**src/rtl/ag_sram_arbiter.sv**
```systemverilog
// ag_sram_arbiter: one async 32Kx8 SRAM shared by CPU bytes and
// video 16-bit word fetches; video has priority, a starve guard bounds CPU wait.
module ag_sram_arbiter #(
  parameter int WAIT_STATES  = 1,
  parameter int MAX_CPU_WAIT = 8
) (
  input  logic        clk50,
  input  logic        rst_n,
  input  logic        cpu_req,
  input  logic        cpu_we,
  input  logic [14:0] cpu_addr,
  input  logic [7:0]  cpu_wdata,
  output logic [7:0]  cpu_rdata,
  output logic        cpu_ack,
  input  logic        vid_req,
  input  logic [13:0] vid_addr,
  output logic [15:0] vid_data,
  output logic        vid_ack,
  output logic [14:0] sram_addr,
  output logic        sram_ce_n,
  output logic        sram_oe_n,
  output logic        sram_we_n,
  output logic [7:0]  sram_dout,
  input  logic [7:0]  sram_din,
  output logic        sram_dq_oe
);

  typedef enum logic [2:0] {
    IDLE,
    CPU_RD,
    CPU_WR_SETUP,
    CPU_WR_PULSE,
    CPU_WR_HOLD,
    VID_LO,
    VID_HI
  } state_t;

  localparam logic [2:0] W    = 3'(WAIT_STATES);
  localparam logic [7:0] MAXW = 8'(MAX_CPU_WAIT);

  state_t      state;
  logic [2:0]  cnt;
  logic [7:0]  starve;
  logic [7:0]  lo_q;
  logic        cpu_pick;
  logic        vid_pick;
  logic        cpu_busy;
  logic        cnt_done;

  // Arbitration decision, only taken while the FSM sits in IDLE
  always_comb begin
    cpu_pick = 1'b0;
    vid_pick = 1'b0;
    if (state == IDLE) begin
      if (cpu_req && (starve >= MAXW))
        cpu_pick = 1'b1;
      else if (vid_req)
        vid_pick = 1'b1;
      else if (cpu_req)
        cpu_pick = 1'b1;
    end
    cpu_busy = (state == CPU_RD)       ||
               (state == CPU_WR_SETUP) ||
               (state == CPU_WR_PULSE) ||
               (state == CPU_WR_HOLD);
    cnt_done = (cnt == W);
  end

  // Starve counter: counts cycles the CPU waits, cleared on grant or idle
  always_ff @(posedge clk50 or negedge rst_n) begin
    if (!rst_n)
      starve <= '0;
    else if (!cpu_req || cpu_pick)
      starve <= '0;
    else if (!cpu_busy && (starve != 8'hFF))
      starve <= starve + 8'd1;
  end

  // Access sequencer with registered SRAM strobes and acks
  always_ff @(posedge clk50 or negedge rst_n) begin
    if (!rst_n) begin
      state      <= IDLE;
      cnt        <= '0;
      lo_q       <= '0;
      sram_addr  <= '0;
      sram_ce_n  <= 1'b1;
      sram_oe_n  <= 1'b1;
      sram_we_n  <= 1'b1;
      sram_dout  <= '0;
      sram_dq_oe <= 1'b0;
      cpu_rdata  <= '0;
      cpu_ack    <= 1'b0;
      vid_data   <= '0;
      vid_ack    <= 1'b0;
    end else begin
      cpu_ack <= 1'b0;
      vid_ack <= 1'b0;
      unique case (state)
        IDLE: begin
          cnt <= '0;
          if (cpu_pick) begin
            sram_addr <= cpu_addr;
            sram_ce_n <= 1'b0;
            if (cpu_we) begin
              sram_dout  <= cpu_wdata;
              sram_dq_oe <= 1'b1;
              state      <= CPU_WR_SETUP;
            end else begin
              sram_oe_n <= 1'b0;
              state     <= CPU_RD;
            end
          end else if (vid_pick) begin
            sram_addr <= {vid_addr, 1'b0};
            sram_ce_n <= 1'b0;
            sram_oe_n <= 1'b0;
            state     <= VID_LO;
          end
        end
        CPU_RD: begin
          if (cnt_done) begin
            cpu_rdata <= sram_din;
            cpu_ack   <= 1'b1;
            sram_ce_n <= 1'b1;
            sram_oe_n <= 1'b1;
            state     <= IDLE;
          end else begin
            cnt <= cnt + 3'd1;
          end
        end
        CPU_WR_SETUP: begin
          sram_we_n <= 1'b0;
          cnt       <= '0;
          state     <= CPU_WR_PULSE;
        end
        CPU_WR_PULSE: begin
          if (cnt_done) begin
            sram_we_n <= 1'b1;
            state     <= CPU_WR_HOLD;
          end else begin
            cnt <= cnt + 3'd1;
          end
        end
        CPU_WR_HOLD: begin
          sram_dq_oe <= 1'b0;
          sram_ce_n  <= 1'b1;
          cpu_ack    <= 1'b1;
          state      <= IDLE;
        end
        VID_LO: begin
          if (cnt_done) begin
            lo_q         <= sram_din;
            sram_addr[0] <= 1'b1;
            cnt          <= '0;
            state        <= VID_HI;
          end else begin
            cnt <= cnt + 3'd1;
          end
        end
        VID_HI: begin
          if (cnt_done) begin
            vid_data  <= {sram_din, lo_q};
            vid_ack   <= 1'b1;
            sram_ce_n <= 1'b1;
            sram_oe_n <= 1'b1;
            state     <= IDLE;
          end else begin
            cnt <= cnt + 3'd1;
          end
        end
        default: begin
          sram_ce_n  <= 1'b1;
          sram_oe_n  <= 1'b1;
          sram_we_n  <= 1'b1;
          sram_dq_oe <= 1'b0;
          state      <= IDLE;
        end
      endcase
    end
  end

endmodule

```
**config.mk**
```make
export PLATFORM = sky130hd
export DESIGN_NAME = ag_sram_arbiter
export DESIGN_NICKNAME = d
export VERILOG_FILES = /design/src/rtl/ag_sram_arbiter.sv
export SDC_FILE = /design/constraint.sdc
export NUM_CORES = 1
export LEC_CHECK = 0
export BUFFER_PORTS_ARGS = -buffer_cell sky130_fd_sc_hd__buf_2
export CORE_MARGIN = 5
export CORE_UTILIZATION = 54
export CTS_BUF_LIST = sky130_fd_sc_hd__clkbuf_8
export DETAILED_ROUTE_END_ITERATION = 8
export GPL_ROUTABILITY_DRIVEN = 1
export PLACE_DENSITY = 0.86
export SYNTH_ARGS = -nofsm -noshare
export SYNTH_HDL_FRONTEND = slang
export SYNTH_SLANG_ARGS = --single-unit
```
**constraint.sdc**
```tcl
create_clock -name clk50 -period 2.6 [get_ports clk50]
set_input_delay 0.26 -clock clk50 [delete_from_list [all_inputs] [get_ports clk50]]
set_output_delay 0.26 -clock clk50 [all_outputs]
set_load 0.05 [all_outputs]
```
After elaboration in Yosys (flattened, before gate mapping)
Index checks and enable logic that the tools add are counted.
Widths: inputs -> output; s select.
- output and inout bits: 53
- register bits: 75
- order comparisons: 1
- mux-type cells: 36
- bitwise logic cells: 4
- reduce and logical (&&, ||, !) cells: 32
- eq/ne operators: 16
- add/subtract/negate cells: 2
- operators with widths (cell ; number):
    $mux 15 ; 2
    $mux 3 ; 7
    $mux 1 ; 16
    $mux 8 ; 2
    $pmux 3 s5 ; 1
    $reduce_and 2->1 ; 6
    $reduce_and 3->1 ; 4
    $ne 2x2->1 const B ; 5
    $reduce_or 5->1 ; 2
    $eq 3x3->1 const B ; 3
    $pmux 1 s3 ; 3
    $pmux 3 s3 ; 1
    $add 8x1->8 const B ; 1
    $ge 8x4->1 const B ; 1
    $ne 8x8->1 const B ; 1
    $reduce_and 4->1 ; 2
    $eq 3x1->1 const B ; 2
    $eq 3x2->1 const B ; 2
    $ne 3x3->1 const B ; 2
    $pmux 1 s2 ; 3
    $reduce_bool 2->1 ; 3
    $reduce_or 3->1 ; 2
    $logic_or 1x1->1 ; 4
    $not 1->1 ; 4
    other kinds (9) ; 12

Depth between registers and ports, before layout
- depth in word-level cells: 8
- depth in mapped cells: 7
- depth with buffers taken out: 6

Least setup slack after synthesis
OpenSTA, ideal clock, no wires.
- kind: reg2reg
- start: reg state[1]
- end: reg sram_dout[0]
- clock period less this slack: 1.842 ns
- cell stages (with the launch flop): 6
- slack: 0.758 ns
- buffers on the path: 2
- data arrival time: 1.717 ns
- library setup time: 0.125 ns
- cell sequence: dfrtp_1 -> buf_4 -> or3_4 -> buf_6 -> nor3_4 -> mux2_2
- longest elaborated chain between the ends: 3
- ends and longest elaborated chain (element ; line ; source):
    start: declaration ; 41 ; state_t state;
    start signal: assignment ; 82 ; state <= IDLE;
    start signal: assignment ; 107 ; state <= CPU_WR_SETUP;
    start signal: assignment ; 110 ; state <= CPU_RD;
    $logic_not 3->1 * ; 54, 98 ;
    $mux 1 ; 54 ; if (state == IDLE) begin
    $reduce_and 3->1 (no line) * ; -- ;
    end signal: assignment ; 105 ; sram_dout <= cpu_wdata;
    end: declaration ; 23 ; output logic [7:0] sram_dout,
Every way passes the cells marked *; elsewhere a longest branch is shown, timed or not.
A chain may end at the register's enable or synchronous reset.

Worst setup path after layout
- start: reg starve[7]
- end: reg sram_addr[1]
- longest elaborated chain between the ends: 6
- elaborated cells between the ends (all ways): 9
- ends and longest elaborated chain (element ; line ; source):
    start: declaration ; 43 ; logic [7:0] starve;
    start signal: assignment ; 76 ; starve <= starve + 8'd1;
    $ge 8x4->1 * ; 55 ; if (cpu_req && (starve >= MAXW))
    $logic_and 1x1->1 * ; 55 ;
    $mux 1 ; 55 ;
    $mux 1 ; 54 ;
    $reduce_bool 2->1 (no line) ; -- ;
    $reduce_and 2->1 (no line) ; -- ;
    end signal: assignment ; 102 ; sram_addr <= cpu_addr;
    end signal: assignment ; 113 ; sram_addr <= {vid_addr, 1'b0};
    end: declaration ; 19 ; output logic [14:0] sram_addr,
Marked as above.

==> impl_metrics.csv <==
group,metric,value,unit
status,status,"complete, no violations",
die,dieArea,0.00823,sq mm
cts,cts_hold_buf,0,
min_path,hp-class,"in2async",
cts,cts_sinks,75,
die,fp.dieH,90.7,microns
worst_setup_path,timing.rr.start,"starve[7]",
logic_synthesis,synthArstFlopShare,100,%
logic_synthesis,synthMuxAreaShare,14.3,%
logic_synthesis,synthDistinctLibCells,51,
timing,period_minus_slack,2.03,ns
pwr,irDropWorstVdd,861,uV
pwr,p_per_area,1390,mW/mm^2
logic_synthesis,synthAdderAreaFrac,1.42,%
cts,cts_tree,"built",
placed_design,gp_congestion,0.794,
die,num_io_pins,103,
layout,area_growth,22.4,%
drt,firstDrtPassIters,4,
run,maxCapViolCount,0,
worst_setup_path,cp.required,2.86,ns
logic_synthesis,synth_warnings,0,
logic_synthesis,synthTopCellsByArea,"dfrtp_1 (51%), mux2_2 (13%), nand2_1 (4.2%)",
die,die_x,90.7,microns
logic_synthesis,synth_seq_area_share,53.5,%
worst_setup_path,end_kind,"register",
layout,fin_util,67.8,%
logic_synthesis,synth-seq-cells,75,
drt,vias,2775,
cts,cts_buffers,9,
worst_setup_path,r2r_cells,4,
drt,wl_per_cell,15.2,microns
logic_synthesis,yosysTopAreaCellShare,51.2,%
logic_synthesis,ys.flop_type,"dfrtp_1",
logic_synthesis,synth-compound-area-share,12.3,%
logic_synthesis,synth_top_area_cell,"dfrtp_1",
worst_setup_path,start_kind,"register",
timing,setup_viol,0,
global_route,grt_pass1_vias,2772,
timing,maxSlewViolCount,0,
timing,hold_viol,0,
drt,ant_nets,0,
global_route,grt_max_degree,76,
timing,fmax,493,MHz
layout,final_nets,471,
die,fp-row-count,29,
layout,fill_cells,466,
cts,cts_resized,0,
cts,cts-root-buf,"clkbuf_8",
timing,fin_skew,0.0124,ns
cts,post-cts-setup-buffer-count,0,
cts,path_clk_slew,0.08,ns
logic_synthesis,synth_edf_count,0,
logic_synthesis,syn_nets,369,
worst_setup_path,cp_max_fo,14,
drt,viasPerCell,5.56,
logic_synthesis,synthesis.area,0.00352,sq mm
logic_synthesis,syn_area_per_cell,11.2,sq um
logic_synthesis,synth_xor_area_share,0.249,%
global_route,grtUsageTotal,18.9,%
worst_setup_path,r2r_end,"sram_addr[1]",
drt,first_iter_violations,140,
drt,drc,0,
cts,cts.path.max_buffers,2,
drt,routed_wl,7610,microns
global_route,grt_antenna_before_repair,0,
timing,tns,0,ns
placed_design,portBuffers,102,
global_route,overflow,0,
timing,rsz0062_at_grt,"false",
global_route,grt_pass1_wl,12800,microns
worst_setup_path,reg2reg_slack,0.57,ns
timing,post-route-period-util,78.1,%
pwr,p_leak,0.00204,uW
cts,htreeDepth,3,
die,start_util,55.4,%
cts,clock_latency,0.35,ns
logic_synthesis,synth-simple-area-share,14.5,%
timing,max_slew.worst_pin.slew,0.925,ns
logic_synthesis,synthCells,315,
layout,drive_gt1_share,43.6,%
worst_setup_path,critPathKind,"reg2reg",
worst_setup_path,cp_data_arrival_time,2.29,ns
layout,num_antenna_cells,0,
logic_synthesis,synth_top_family_by_area,"simple AND/OR/NAND/NOR gates",
timing,max_slew_margin,38.3,%
die,design.core.area,0.00635,sq mm
placed_design,dp_hpwl,5380,microns
[placed cells by master (no fill, tap or decap), drive strengths merged, types with 2 or more instances in the layout]
| cell type | synthesis | layout |
|---|---|---|
| nand3 | 6 | 6 |
| nand2 | 39 | 39 |
| a21oi | 13 | 13 |
| and2 | 3 | 3 |
| a2bb2oi | 2 | 2 |
| mux2 | 40 | 40 |
| mux2i | 3 | 3 |
| nor3 | 5 | 5 |
| buf | 8 | 108 |
| clkbuf | 9 | 9 |
| inv | 9 | 13 |
| or3 | 2 | 2 |
| a211oi | 4 | 4 |
| nand2b | 6 | 6 |
| nor2 | 31 | 31 |
| a31oi | 16 | 16 |
| dfrtp | 72 | 72 |
| o21a | 3 | 3 |
| nand3b | 2 | 2 |
| dfstp | 3 | 3 |
| nand4 | 2 | 2 |
| ha | 4 | 4 |
| nor3b | 2 | 2 |
| o22ai | 3 | 3 |
| bufinv | 0 | 2 |
| o21ai | 12 | 12 |
[cells in the mapped netlist, drive strengths merged (3+ instances only)]
cell / number
a211oi: 4
a21oi: 13
a31oi: 16
and2: 3
buf: 8
clkbuf: 9
dfrtp: 72
dfstp: 3
ha: 4
inv: 9
mux2: 40
mux2i: 3
nand2: 39
nand2b: 6
nand3: 6
nor2: 31
nor3: 5
o21a: 3
o21ai: 12
o22ai: 3
[through the flow]
stage               hold WS (ns)  setup WS, ns  power (uW)  instance area, sq um  cells
floorplan                -0.0356         0.758        4290                  3520    315
global route               0.127         0.472        6310                  4310    499
detailed placement         0.462         0.573        4980                  4080    483
finish                    0.0333         0.571        5970                  4310    499
global placement           0.455         0.683        4870                  4080    483
CTS                       0.0841         0.559        6010                  4310    499
[area by class of cell]
type,instances,area (sq um),share of cell area (%)
clock buffer,9,124,2.88
clock inverter,7,105,2.44
inverter,9,33.8,0.785
multi-input combinational,214,1510,35.0
sequential,75,1880,43.7
tap,77,96.3,2.24
timing repair buffer,108,558,13.0
[critical path: stages (launching register included)]
cell and delay, ns:
dfrtp_1 0.44, or4b_4 0.61, o311ai_4 0.55, nand2_1 0.14, a31oi_1 0.21
[where the power goes]
part	switching [uW]	internal (uW)	total, uW	leakage, uW
clock	467	557	1020	0.000113
combinational	2140	897	3030	0.000997
sequential	252	1660	1910	0.000929
[worst max path at each step]
stage	start	endpoint	slack (ns)	cells after the start
global placement	starve[7]	sram_addr[4]	0.68	4
CTS	starve[7]	sram_addr[1]	0.56	4
finish	starve[7]	sram_addr[1]	0.57	4
floorplan	state[1]	sram_dout[0]	0.76	5
global route	starve[7]	sram_addr[1]	0.47	4
detailed placement	starve[7]	sram_addr[1]	0.57	4
[registers in the layout, summed over array words and instances, names as in the netlist]
| signal | cells |
|---|---|
| vid_data | 16 |
| sram_addr | 15 |
| cpu_rdata | 8 |
| lo_q | 8 |
| sram_dout | 8 |
| starve | 8 |
| cnt | 3 |
| state | 3 |
| cpu_ack | 1 |
| sram_ce_n | 1 |
| sram_dq_oe | 1 |
| sram_oe_n | 1 |
| sram_we_n | 1 |
| vid_ack | 1 |
[per-layer routing]
metal / wire length (microns) / GRT usage, % / part of all wire (%)
met1: 3020 / 22.2 / 40
met4: 138 / 7.94 / 1.8
met5: 0 / 0 / 0
met3: 522 / 4.83 / 6.9
met2: 3920 / 32.7 / 52
[cell families after synthesis]
logic type | after synthesis
compound gates | 61
mux | 44
simple gates | 104
fa+ha+maj | 4
xor+xnor | 1
flops | 75
buf+inv | 26
Note: power is estimated with default switching activity, not from simulation.
